===== src/rtl/dino_pkg.sv =====
// Shared definitions for the Dino jump datapath and the sprite renderer.
package dino_pkg;

    typedef enum logic [1:0] {
        GROUND,
        RISE,
        HANG,
        FALL
    } jump_state_t;

    localparam int DINO_OFFSET_W    = 6;
    localparam int DINO_MAX_HEIGHT  = 24;
    localparam int DINO_V0          = 6;
    localparam int DINO_GRAVITY     = 1;
    localparam int DINO_HANG_FRAMES = 4;

endpackage


===== src/rtl/rise_edge_detect.sv =====
// Rising-edge detector on a level input with a configurable reset value.
module rise_edge_detect #(
    parameter logic RESET_VAL = 1'b1
) (
    input  logic clk,
    input  logic rst,
    input  logic level,
    output logic rise
);

    logic prev;

    always_ff @(posedge clk) begin
        if (rst) prev <= RESET_VAL;
        else     prev <= level;
    end

    assign rise = level & ~prev;

endmodule


===== src/rtl/jump_trajectory.sv =====
// Turns a jump request edge into a per-frame rise / hang / fall sprite offset.
module jump_trajectory
    import dino_pkg::*;
#(
    parameter int OFFSET_W    = DINO_OFFSET_W,
    parameter int MAX_HEIGHT  = DINO_MAX_HEIGHT,
    parameter int V0          = DINO_V0,
    parameter int GRAVITY     = DINO_GRAVITY,
    parameter int HANG_FRAMES = DINO_HANG_FRAMES
) (
    input  logic                clk,
    input  logic                rst,
    input  logic                jump_req,
    input  logic                frame_tick,
    output logic [OFFSET_W-1:0] dino_y_offset,
    output logic                airborne,
    output logic                landed
);

    localparam int HC_W = (HANG_FRAMES > 1) ? $clog2(HANG_FRAMES) : 1;

    localparam logic [OFFSET_W-1:0] MAX_W   = OFFSET_W'(MAX_HEIGHT);
    localparam logic [OFFSET_W-1:0] V0_W    = OFFSET_W'(V0);
    localparam logic [OFFSET_W-1:0] G_W     = OFFSET_W'(GRAVITY);
    localparam logic [OFFSET_W:0]   MAX_EXT = (OFFSET_W+1)'(MAX_HEIGHT);
    localparam logic [OFFSET_W:0]   V0_EXT  = (OFFSET_W+1)'(V0);
    localparam logic [OFFSET_W:0]   G_EXT   = (OFFSET_W+1)'(GRAVITY);
    localparam logic [HC_W-1:0]     HC_LAST = HC_W'(HANG_FRAMES - 1);

    jump_state_t         state, state_n;
    logic [OFFSET_W-1:0] offset_n;
    logic [OFFSET_W-1:0] vel, vel_n;
    logic [HC_W-1:0]     hang_cnt, hang_n;
    logic                landed_n;
    logic                start;
    logic [OFFSET_W:0]   sum;
    logic [OFFSET_W:0]   vel_inc;

    // Resets high so a request held through reset is not seen as an edge.
    rise_edge_detect #(
        .RESET_VAL(1'b1)
    ) u_edge (
        .clk  (clk),
        .rst  (rst),
        .level(jump_req),
        .rise (start)
    );

    always_ff @(posedge clk) begin
        if (rst) begin
            state         <= GROUND;
            dino_y_offset <= '0;
            vel           <= '0;
            hang_cnt      <= '0;
            airborne      <= 1'b0;
            landed        <= 1'b0;
        end else begin
            state         <= state_n;
            dino_y_offset <= offset_n;
            vel           <= vel_n;
            hang_cnt      <= hang_n;
            airborne      <= (state_n != GROUND);
            landed        <= landed_n;
        end
    end

    always_comb begin
        state_n  = state;
        offset_n = dino_y_offset;
        vel_n    = vel;
        hang_n   = hang_cnt;
        landed_n = 1'b0;
        // One extra bit so offset+vel cannot wrap before the clamp.
        sum      = {1'b0, dino_y_offset} + {1'b0, vel};
        vel_inc  = {1'b0, vel} + G_EXT;

        unique case (state)
            GROUND: begin
                if (start) begin
                    state_n = RISE;
                    vel_n   = V0_W;
                end
            end
            RISE: begin
                if (frame_tick) begin
                    offset_n = (sum >= MAX_EXT) ? MAX_W
                                                : sum[OFFSET_W-1:0];
                    if (vel <= G_W || sum >= MAX_EXT) begin
                        state_n = HANG;
                        hang_n  = '0;
                    end else begin
                        vel_n = vel - G_W;
                    end
                end
            end
            HANG: begin
                if (frame_tick) begin
                    if (hang_cnt == HC_LAST) begin
                        state_n = FALL;
                        vel_n   = G_W;
                    end else begin
                        hang_n = hang_cnt + 1'b1;
                    end
                end
            end
            FALL: begin
                if (frame_tick) begin
                    if (dino_y_offset <= vel) begin
                        offset_n = '0;
                        state_n  = GROUND;
                        landed_n = 1'b1;
                    end else begin
                        offset_n = dino_y_offset - vel;
                        vel_n    = (vel_inc >= V0_EXT) ? V0_W
                                                       : vel_inc[OFFSET_W-1:0];
                    end
                end
            end
            default: state_n = GROUND;
        endcase
    end

endmodule


===== config.mk =====
export PLATFORM = sky130hd
export DESIGN_NAME = jump_trajectory
export DESIGN_NICKNAME = d
export VERILOG_FILES = /design/src/rtl/dino_pkg.sv /design/src/rtl/rise_edge_detect.sv /design/src/rtl/jump_trajectory.sv
export SDC_FILE = /design/constraint.sdc
export NUM_CORES = 1
export LEC_CHECK = 0
export BUFFER_PORTS_ARGS = -buffer_cell sky130_fd_sc_hd__buf_2
export CELL_PAD_IN_SITES_DETAIL_PLACEMENT = 1
export CELL_PAD_IN_SITES_GLOBAL_PLACEMENT = 2
export CORE_ASPECT_RATIO = 1.4
export CORE_MARGIN = 2
export CORE_UTILIZATION = 38
export CTS_BUF_LIST = sky130_fd_sc_hd__clkbuf_8
export DETAILED_ROUTE_END_ITERATION = 6
export PLACE_DENSITY_LB_ADDON = 0.12
export SLEW_MARGIN = 10
export SYNTH_ARGS = -nofsm -noshare
export SYNTH_HDL_FRONTEND = slang
export SYNTH_SLANG_ARGS = --single-unit

===== constraint.sdc =====
create_clock -name clk -period 3.8 [get_ports clk]
set_clock_uncertainty 0.05 [all_clocks]
set_input_delay 0.38 -clock clk [delete_from_list [all_inputs] [get_ports clk]]
set_output_delay 0.38 -clock clk [all_outputs]
set_load 0.02 [all_outputs]

==> results of run 1 <==
worst reg2reg max path, stage by stage (launching register included):
cell	delay, ns
dfxtp_1	0.53
inv_1	0.21
ha_1	0.48
inv_1	0.13
a221oi_4	0.40
xor2_1	0.19
a221oi_4	0.35
nand3_1	0.19
or4_1	0.42
a21boi_1	0.14
power breakdown:
group	switching, mW	total, mW	internal [mW]
logic	0.191	0.314	0.123
clock network	0.0743	0.146	0.0720
registers	0.0376	0.253	0.216
total	0.303	0.714	0.411
cell type report:
class	instances	area, µm²
multi-input combinational	147	1130
tap	45	56.3
sequential	19	380
fill	510	2450
timing repair buffer	11	55.1
clock inverter	1	3.75
clock buffer	3	41.3
inverter	14	52.6
cell families after synthesis:
group | Yosys count
AO/OA/AOI/OAI | 57
XOR/XNOR | 10
adder cells (fa/ha/maj) | 18
buffers and inverters | 23
flip-flops | 19
multiplexers | 1
AND/OR/NAND/NOR | 61
cells in the final DEF (no fill, tap or decap), types with 2 or more instances in the layout:
cell      instances
o31ai_1           3
and2_2            2
clkbuf_8          3
inv_1            15
xnor2_1           5
a31oi_1           5
nand2_1          13
a221oi_4          2
a211oi_1          3
nand3b_1          3
nand3_1           5
or4_1             3
dfxtp_1          19
o21ai_0           9
o31a_1            2
nor2_1           15
a21o_1            3
xor2_1            5
or2_2             2
o211ai_1          4
nor3_1            6
nand2b_1          2
buf_2            11
fa_1              2
a21oi_1          11
ha_1             16
per-stage QoR:
step | power [mW] | instance area [µm²]
2_1_floorplan | 0.505 | 1630
6_report | 0.714 | 1720
3_5_place_dp | 0.571 | 1680
4_1_cts | 0.716 | 1720
3_3_place_gp | 0.566 | 1680
5_1_grt | 0.766 | 1720
state kept, by name, summed over array words and instances (netlist names):
name,count
dino_y_offset,6
u_edge.prev,1
landed,1
airborne,1
hang_cnt,2
state,2
vel,6
per-layer routing:
layer	share of wire (%)	GRT usage, %	routed length, µm	vias to the layer above
met1	46	24.7	2000	685
met3	1.6	1.73	72	10
met5	0	0	0	-
met2	50	34.6	2200	19
li1	-	-	-	696
met4	2.6	7.95	115	0
worst paths after layout:
check                         from               end  cells past startpoint
hold reg to reg   dino_y_offset[0]  dino_y_offset[0]                      2
setup reg to reg            vel[2]            vel[5]                      9
setup / recovery            vel[2]            vel[5]                      9
hold / removal            jump_req       u_edge.prev                      2
==> results.yml, run 1 <==
timing:
  period_share_pct: 82.9
  finalWorstSetupSlack_ns: 0.649
  tightest_slew_ns: 0.536
  hold_viol_final: 0
  fmax_mhz: 317
  min_period_ns: 3.15
  slew_viol_final: 0
  holdWs_ns: 0.309
  setup_tns_ns: 0
  setup_viol: 0
  slew_headroom_pct: 64.3
  rsz0062_at_grt: "no"
worst_hold_path:
  worst_hold_path_type: "in2reg"
logic_synthesis:
  yosysWarnings: 0
  synth_ff_type: "dfxtp_1"
  synth_compound_area_share_pct: 28.4
  synth_cells: 189
  ys_seq_area_share_pct: 23.3
  synth_mux_area_share_pct: 0.614
  synth_cell_type_count: 53
  synth.most_common_cell: "dfxtp_1"
  synth_top_family_by_area: "compound AO/OA/AOI/OAI gates"
  synthAdderAreaFrac_pct: 14.7
  yosys.area_share.xor_xnor_pct: 5.37
  synthSimpleGateAreaFrac_pct: 20.3
  synth_top_cell_area_share_pct: 23.3
  synth_common_cells: "dfxtp_1 (19), ha_1 (16), nor2_1 (15)"
  ys_ff_latch: 19
  synth_edf_count: 0
  synth.area.top_cells: "dfxtp_1 (23%), ha_1 (12%), nor2_1 (3.5%)"
  syn_avg_cell_area_um2: 8.63
  synth_area_um2: 1630
  async_flop_share_pct: 0
  synth_top_area_cell: "dfxtp_1"
  synth_nets: 211
finish:
  layout.nets: 218
  diodes: 0
  drive_gt1_share_pct: 15.9
  post-route-util_pct: 41.3
  area_growth_pct: 5.60
  instances_no_fill: 240
route:
  vias: 1410
  drc_errors: 0
  drt_iter0_drc: 21
  routed_via_density: 5.88
  postRouteAntennaNets: 0
  route.final.wire_length_um: 4380
  wire_per_inst_um: 18.3
  first_pass_iters: 3
worst_setup_path:
  path_cells: "inv_1 > ha_1 > inv_1 > a221oi_4 > xor2_1 > a221oi_4 > nand3_1 > or4_1 > a21boi_1"
  crit_path_start_kind: "register"
  cp.required_ns: 3.95
  path_delay_family: "compound AO/OA/AOI/OAI gates"
  cp_max_fo: 7
  crit_type: "reg2reg"
  crit_buf_inv: 2
  cp.arrival_ns: 3.30
  critPathSlowestCell: "dfxtp_1"
  regToRegSetupSlack_ns: 0.65
  cp-end-kind: "register"
  worst_path_largest_cell_delay_ns: 0.53
global_routing:
  grt_pass1_vias: 1468
  grt_pass1_wl_um: 7330
  grt_max_degree: 22
  overflow: 0
  grt.total_usage_pct: 19.9
  grt_antenna_before_repair: 0
floorplan:
  ioPinCount: 12
  rows: 28
  die_h_um: 81.5
  die_area_um2: 4840
  core_area_um2: 4170
  start_util_pct: 39.1
  die_x_um: 59.4
cts:
  clock_latency_ns: 0.26
  clk_path_buf_depth: 2
  cts_setup_buffers: 0
  root_buffer: "clkbuf_8"
  path_clk_slew_ns: 0.08
  cts_tree: "done"
  cts.sinks: 19
  cts-resized-gates: 0
  h-tree-depth: 1
  cts_made_buffers: 3
  cts_hold_buf: 0
place:
  dp.cells: 236
  dp_slack_ns: 0.653
  hpwlAfterDp_um: 3450
  gp_congestion: 0.885
  io_buffers: 11
outcome:
  status: "finished, final reports clean"
run:
  maxCapViolations: 0
pwr:
  ir_worst_vdd_uv: 120
  powerDensity_nw_per_um2: 415
  p_leak_nw: 0.697
(Power assumes the default switching activity.)
==> run 2: changes to the inputs <==
- clock period: 3.8 -> 3 ns (I/O delays scaled with it)
==> results.yml, run 2 (synthesis results as in run 1) <==
run:
  maxCapViolations: 0
worst_setup_path:
  crit_path_start_kind: "register"
  reg2regPathDepth: 9
  cp.required_ns: 3.15
  crit_type: "reg2reg"
  cp.arrival_ns: 2.98
  worstReg2RegStart: "vel[0]"
  cp-end-kind: "register"
  crit-reg2reg-capture: "vel[5]"
  cp_max_fo: 8
  regToRegSetupSlack_ns: 0.17
worst_hold_path:
  holdPathEnd: "u_edge.prev"
  holdPathStages: 2
  worst_hold_path_type: "in2reg"
  hp-start: "jump_req"
finish:
  multi_input_area_um2: 1140
  fill_cells: 514
  layout.nets: 226
  post-route-util_pct: 43.1
  final_cell_area_um2: 1800
  diodes: 0
  area_growth_pct: 10.1
  top_regs: "dino_y_offset: 6 flops, vel: 6 flops"
  layout_common_cells: "dfxtp_1 (18), nor2_1 (15), ha_1 (15)"
  drive_gt1_share_pct: 21.7
  seq_area_um2: 382
  final_common_cell: "dfxtp_1"
timing:
  min_period_ns: 2.83
  slew_headroom_pct: 65.4
  holdWs_ns: 0.223
  hold_viol_final: 0
  tightest_slew_ns: 0.518
  period_share_pct: 94.4
  rsz0062_at_grt: "no"
  setup_tns_ns: 0
  fmax_mhz: 353
  setup_viol: 0
  slew_viol_final: 0
pwr:
  ir_worst_vdd_uv: 174
  p_leak_nw: 0.734
  p_switching_uw: 395
  power_uw: 942
  intPower_uw: 548
  netSwitchingFraction_pct: 41.9
  power_frac_seq_pct: 32.1
  p_clk_share_pct: 19.8
  comb_power_share_pct: 48.1
  powerDensity_nw_per_um2: 525
global_routing:
  grt-busiest-layer: "met2"
  overflow: 0
  met3_usage_pct: 1.89
  grt_max_degree: 22
  gr-usage-met2_pct: 40.5
  grt_pass1_vias: 1467
  grt_antenna_before_repair: 0
  grt.total_usage_pct: 21.0
  grt_pass1_wl_um: 7600
  met1_usage_pct: 24.5
floorplan:
  ioPinCount: 12
  start_util_pct: 39.1
  core_area_um2: 4170
  rows: 28
  die_x_um: 59.4
  die_h_um: 81.5
  die_area_um2: 4840
route:
  routed_via_density: 5.77
  vias: 1431
  first_pass_iters: 4
  route.final.wire_length_um: 4650
  postRouteAntennaNets: 0
  wire_per_inst_um: 18.7
  drt_iter0_drc: 27
  drc_errors: 0
place:
  hpwlAfterDp_um: 3650
  gp_congestion: 0.820
  post_dp_cell_area_um2: 1740
  io_buffers: 11
cts:
  path_clk_slew_ns: 0.08
  cts_made_buffers: 3
  cts_setup_buffers: 0
  clk_path_buf_depth: 2
  cts_tree: "done"
  clock_latency_ns: 0.26
  h-tree-depth: 1
  root_buffer: "clkbuf_8"
  cts.sinks: 19
  cts_hold_buf: 0
outcome:
  status: "finished, final reports clean"
-- run 2: worst max-delay path, stage by stage (launching register included) --
cell and delay, ns:
dfxtp_2 0.38, ha_1 0.25, fa_1 0.40, nor2b_2 0.18
o31a_1 0.25, xnor2_1 0.20, a221oi_4 0.36, nand3_2 0.14
or4_1 0.41, a21boi_1 0.16
-- run 2: what timing repair did --
| action | 4_1_cts | 5_1_grt |
|---|---|---|
| endpoints found under the setup margin | 0 | 3 |
| endpoints found under the hold margin | 0 | 0 |
| gates resized for setup | 0 | 4 |
-- run 2: worst max-delay path by stage --
| stage | endpoint | cells after the start | start | slack, ns |
|---|---|---|---|---|
| 2_1_floorplan | vel[5] | 10 | dino_y_offset[0] | 0.29 |
| 3_3_place_gp | vel[5] | 9 | vel[0] | 0.20 |
| 3_5_place_dp | vel[5] | 9 | vel[0] | 0.12 |
| 4_1_cts | vel[5] | 9 | vel[0] | 0.08 |
| 5_1_grt | vel[5] | 9 | vel[0] | 0.003 |
| 6_report | vel[5] | 9 | vel[0] | 0.17 |
-- run 2: power groups by stage --
stage / combinational [mW] / sequential, mW / clock, mW
2_1_floorplan: 0.331 / 0.308 / 0
3_3_place_gp: 0.436 / 0.306 / 0
3_5_place_dp: 0.444 / 0.308 / 0
4_1_cts: 0.450 / 0.302 / 0.190
5_1_grt: 0.508 / 0.306 / 0.199
6_report: 0.453 / 0.302 / 0.187
-- run 2: layout make-up --
class	count	share of cell area, %
clock buffer	3	2.30
timing repair buffer	19	6.41
tap	45	3.14
inverter	14	2.93
clock inverter	1	0.279
multi-input combinational	147	63.7
sequential	19	21.3
-- run 2: per-layer routing --
layer | vias to the layer above | wire length, µm
met4 | 0 | 37
met3 | 4 | 67
li1 | 710 | -
met2 | 11 | 2470
met1 | 706 | 2070
met5 | - | 0
-- run 2: metrics by stage --
step / worst slack (ns) / instances
detailed placement: 0.117 / 244
CTS: 0.0805 / 248
global placement: 0.205 / 244
floorplan: 0.287 / 189
finish: 0.168 / 248
global route: 0.00257 / 248
==> run 3: changes to the inputs <==
- ABC_AREA: unset -> 1
- CORE_UTILIZATION: 38 -> 35
==> results.yml, run 3 <==
outcome:
  status: "finished, final reports clean"
cts:
  h-tree-depth: 1
  path_clk_slew_ns: 0.08
  cts_tree: "done"
  cts_made_buffers: 3
  clock_latency_ns: 0.26
  cts_hold_buf: 0
  cts_setup_buffers: 0
  clk_path_buf_depth: 2
  root_buffer: "clkbuf_8"
  cts-resized-gates: 0
  cts.sinks: 19
pwr:
  p_clk_share_pct: 19.2
  ir_worst_vdd_uv: 224
  power_uw: 938
  powerDensity_nw_per_um2: 509
  netSwitchingFraction_pct: 43.2
  intPower_uw: 533
  power_frac_seq_pct: 31.9
  comb_power_share_pct: 48.9
  p_leak_nw: 0.958
  p_switching_uw: 405
logic_synthesis:
  synth_nets: 277
  synthAdderAreaFrac_pct: 14.3
  synthSimpleGateAreaFrac_pct: 35.4
  synth_top_cell_area_share_pct: 22.6
  synth_edf_count: 0
  synth.most_common_cell: "nand2_1"
  synth_top_family_by_area: "simple AND/OR/NAND/NOR gates"
  syn_avg_cell_area_um2: 6.60
  synth_ff_type: "dfxtp_1"
  async_flop_share_pct: 0
  synth_compound_area_share_pct: 14.3
  synth_cells: 255
  synth.area.top_cells: "dfxtp_1 (23%), nand2_1 (12%), ha_1 (12%)"
  yosysWarnings: 0
  synth_common_cells: "nand2_1 (54), inv_1 (35), nor2_1 (26)"
  ys_ff_latch: 19
  synth_mux_area_share_pct: 0
  ys_seq_area_share_pct: 22.6
  synth_cell_type_count: 32
  synth_area_um2: 1680
  yosys.area_share.xor_xnor_pct: 2.60
  synth_top_area_cell: "dfxtp_1"
global_routing:
  grt_antenna_before_repair: 0
  grt_max_degree: 12
  grt.total_usage_pct: 19.5
  grt_pass1_wl_um: 8270
  overflow: 0
  grt_pass1_vias: 1786
floorplan:
  die_x_um: 62.6
  ioPinCount: 12
  core_area_um2: 4570
  rows: 29
  die_h_um: 86.1
  die_area_um2: 5390
  start_util_pct: 36.8
timing:
  min_period_ns: 2.47
  setup_tns_ns: 0
  fmax_mhz: 404
  rsz0062_at_grt: "no"
  setup_viol: 0
  period_share_pct: 82.5
  hold_viol_final: 0
  tightest_slew_ns: 0.543
  slew_viol_final: 0
  slew_headroom_pct: 63.8
route:
  wire_per_inst_um: 15.0
  route.final.wire_length_um: 4910
  postRouteAntennaNets: 0
  drt_iter0_drc: 59
  routed_via_density: 5.13
  drc_errors: 0
  vias: 1681
  first_pass_iters: 4
finish:
  area_growth_pct: 9.44
  layout.nets: 289
  top_regs: "dino_y_offset: 6 flops, vel: 6 flops"
  final_common_cell: "nand2_1"
  post-route-util_pct: 40.3
  drive_gt1_share_pct: 15.4
  layout_common_cells: "nand2_1 (54), inv_1 (36), nor2_1 (26)"
  diodes: 0
  fill_cells: 639
place:
  hpwlAfterDp_um: 4090
  io_buffers: 11
  gp_congestion: 0.806
worst_setup_path:
  crit_path_start: "dino_y_offset[0]"
  worstReg2RegStart: "dino_y_offset[0]"
  crit_end: "vel[4]"
  crit-reg2reg-capture: "vel[4]"
  cp-end-kind: "register"
  cp.required_ns: 3.10
  cp_max_fo: 11
  crit_type: "reg2reg"
  crit_path_start_kind: "register"
  regToRegSetupSlack_ns: 0.53
  cp.arrival_ns: 2.57
  reg2regPathDepth: 11
worst_hold_path:
  worst_hold_path_type: "in2reg"
run:
  maxCapViolations: 0
## run 3: cell types whose count changed after synthesis, moves of 5 or more
cell / change
nand2_1: +41
nor2_1: +11
a21oi_1: +9
a31oi_1: -5
nand4_1: +7
nand3_1: +15
nand2_2: +6
inv_1: +21
## run 3: kinds of logic after synthesis
family	count (synthesis)
XOR/XNOR	5
adder cells (fa/ha/maj)	18
buffers and inverters	45
AO/OA/AOI/OAI	40
AND/OR/NAND/NOR	128
flip-flops	19
## run 3: worst min-delay path by stage
stage          startpoint     endpoint  cells after the start
2_1_floorplan    jump_req  u_edge.prev                      2
5_1_grt          jump_req  u_edge.prev                      3
6_report         jump_req  u_edge.prev                      3
3_3_place_gp     jump_req  u_edge.prev                      3
4_1_cts          jump_req  u_edge.prev                      3
3_5_place_dp     jump_req  u_edge.prev                      3
## run 3: per-stage QoR
stage / area, µm² / hold WS, ns / std cells / worst slack (ns)
6_report: 1840 / 0.172 / 328 / 0.526
5_1_grt: 1840 / 0.204 / 328 / 0.343
4_1_cts: 1840 / 0.169 / 328 / 0.503
3_5_place_dp: 1800 / 0.438 / 324 / 0.504
3_3_place_gp: 1800 / 0.432 / 324 / 0.539
2_1_floorplan: 1680 / 0.343 / 255 / 0.809
## run 3: metal layers
metal  up-vias  track usage [%]  wire length (µm)
met5         -                0                 0
met4         0             10.9               206
met3        14             1.97                60
met2        18             36.7              2610
met1       804             21.1              2040
li1        845                -                 -
## run 3: worst max-delay path: stages (launching register included)
cell	delay, ns
dfxtp_1	0.38
inv_1	0.06
ha_1	0.23
fa_1	0.44
o21ai_2	0.19
nand2_1	0.08
nand3b_2	0.08
nand2_2	0.10
a21oi_2	0.48
nand2_1	0.14
nand2_1	0.10
a21oi_2	0.05
## run 3: final cells by class
type	count	area [µm²]	area share, %
Clock buffer	3	41.3	2.24
Clock inverter	1	3.75	0.204
Inverter	38	143	7.74
Multi-Input combinational cell	191	1120	60.8
Sequential cell	19	380	20.6
Tap cell	62	77.6	4.21
Timing Repair Buffer	14	77.6	4.21
## run 3: power by group through the flow
stage          Clock, mW  Sequential, mW  Combinational, mW
2_1_floorplan          0           0.312              0.347
3_3_place_gp           0           0.305              0.459
3_5_place_dp           0           0.305              0.464
4_1_cts            0.189           0.299              0.466
5_1_grt            0.198           0.302              0.522
6_report           0.180           0.299              0.459
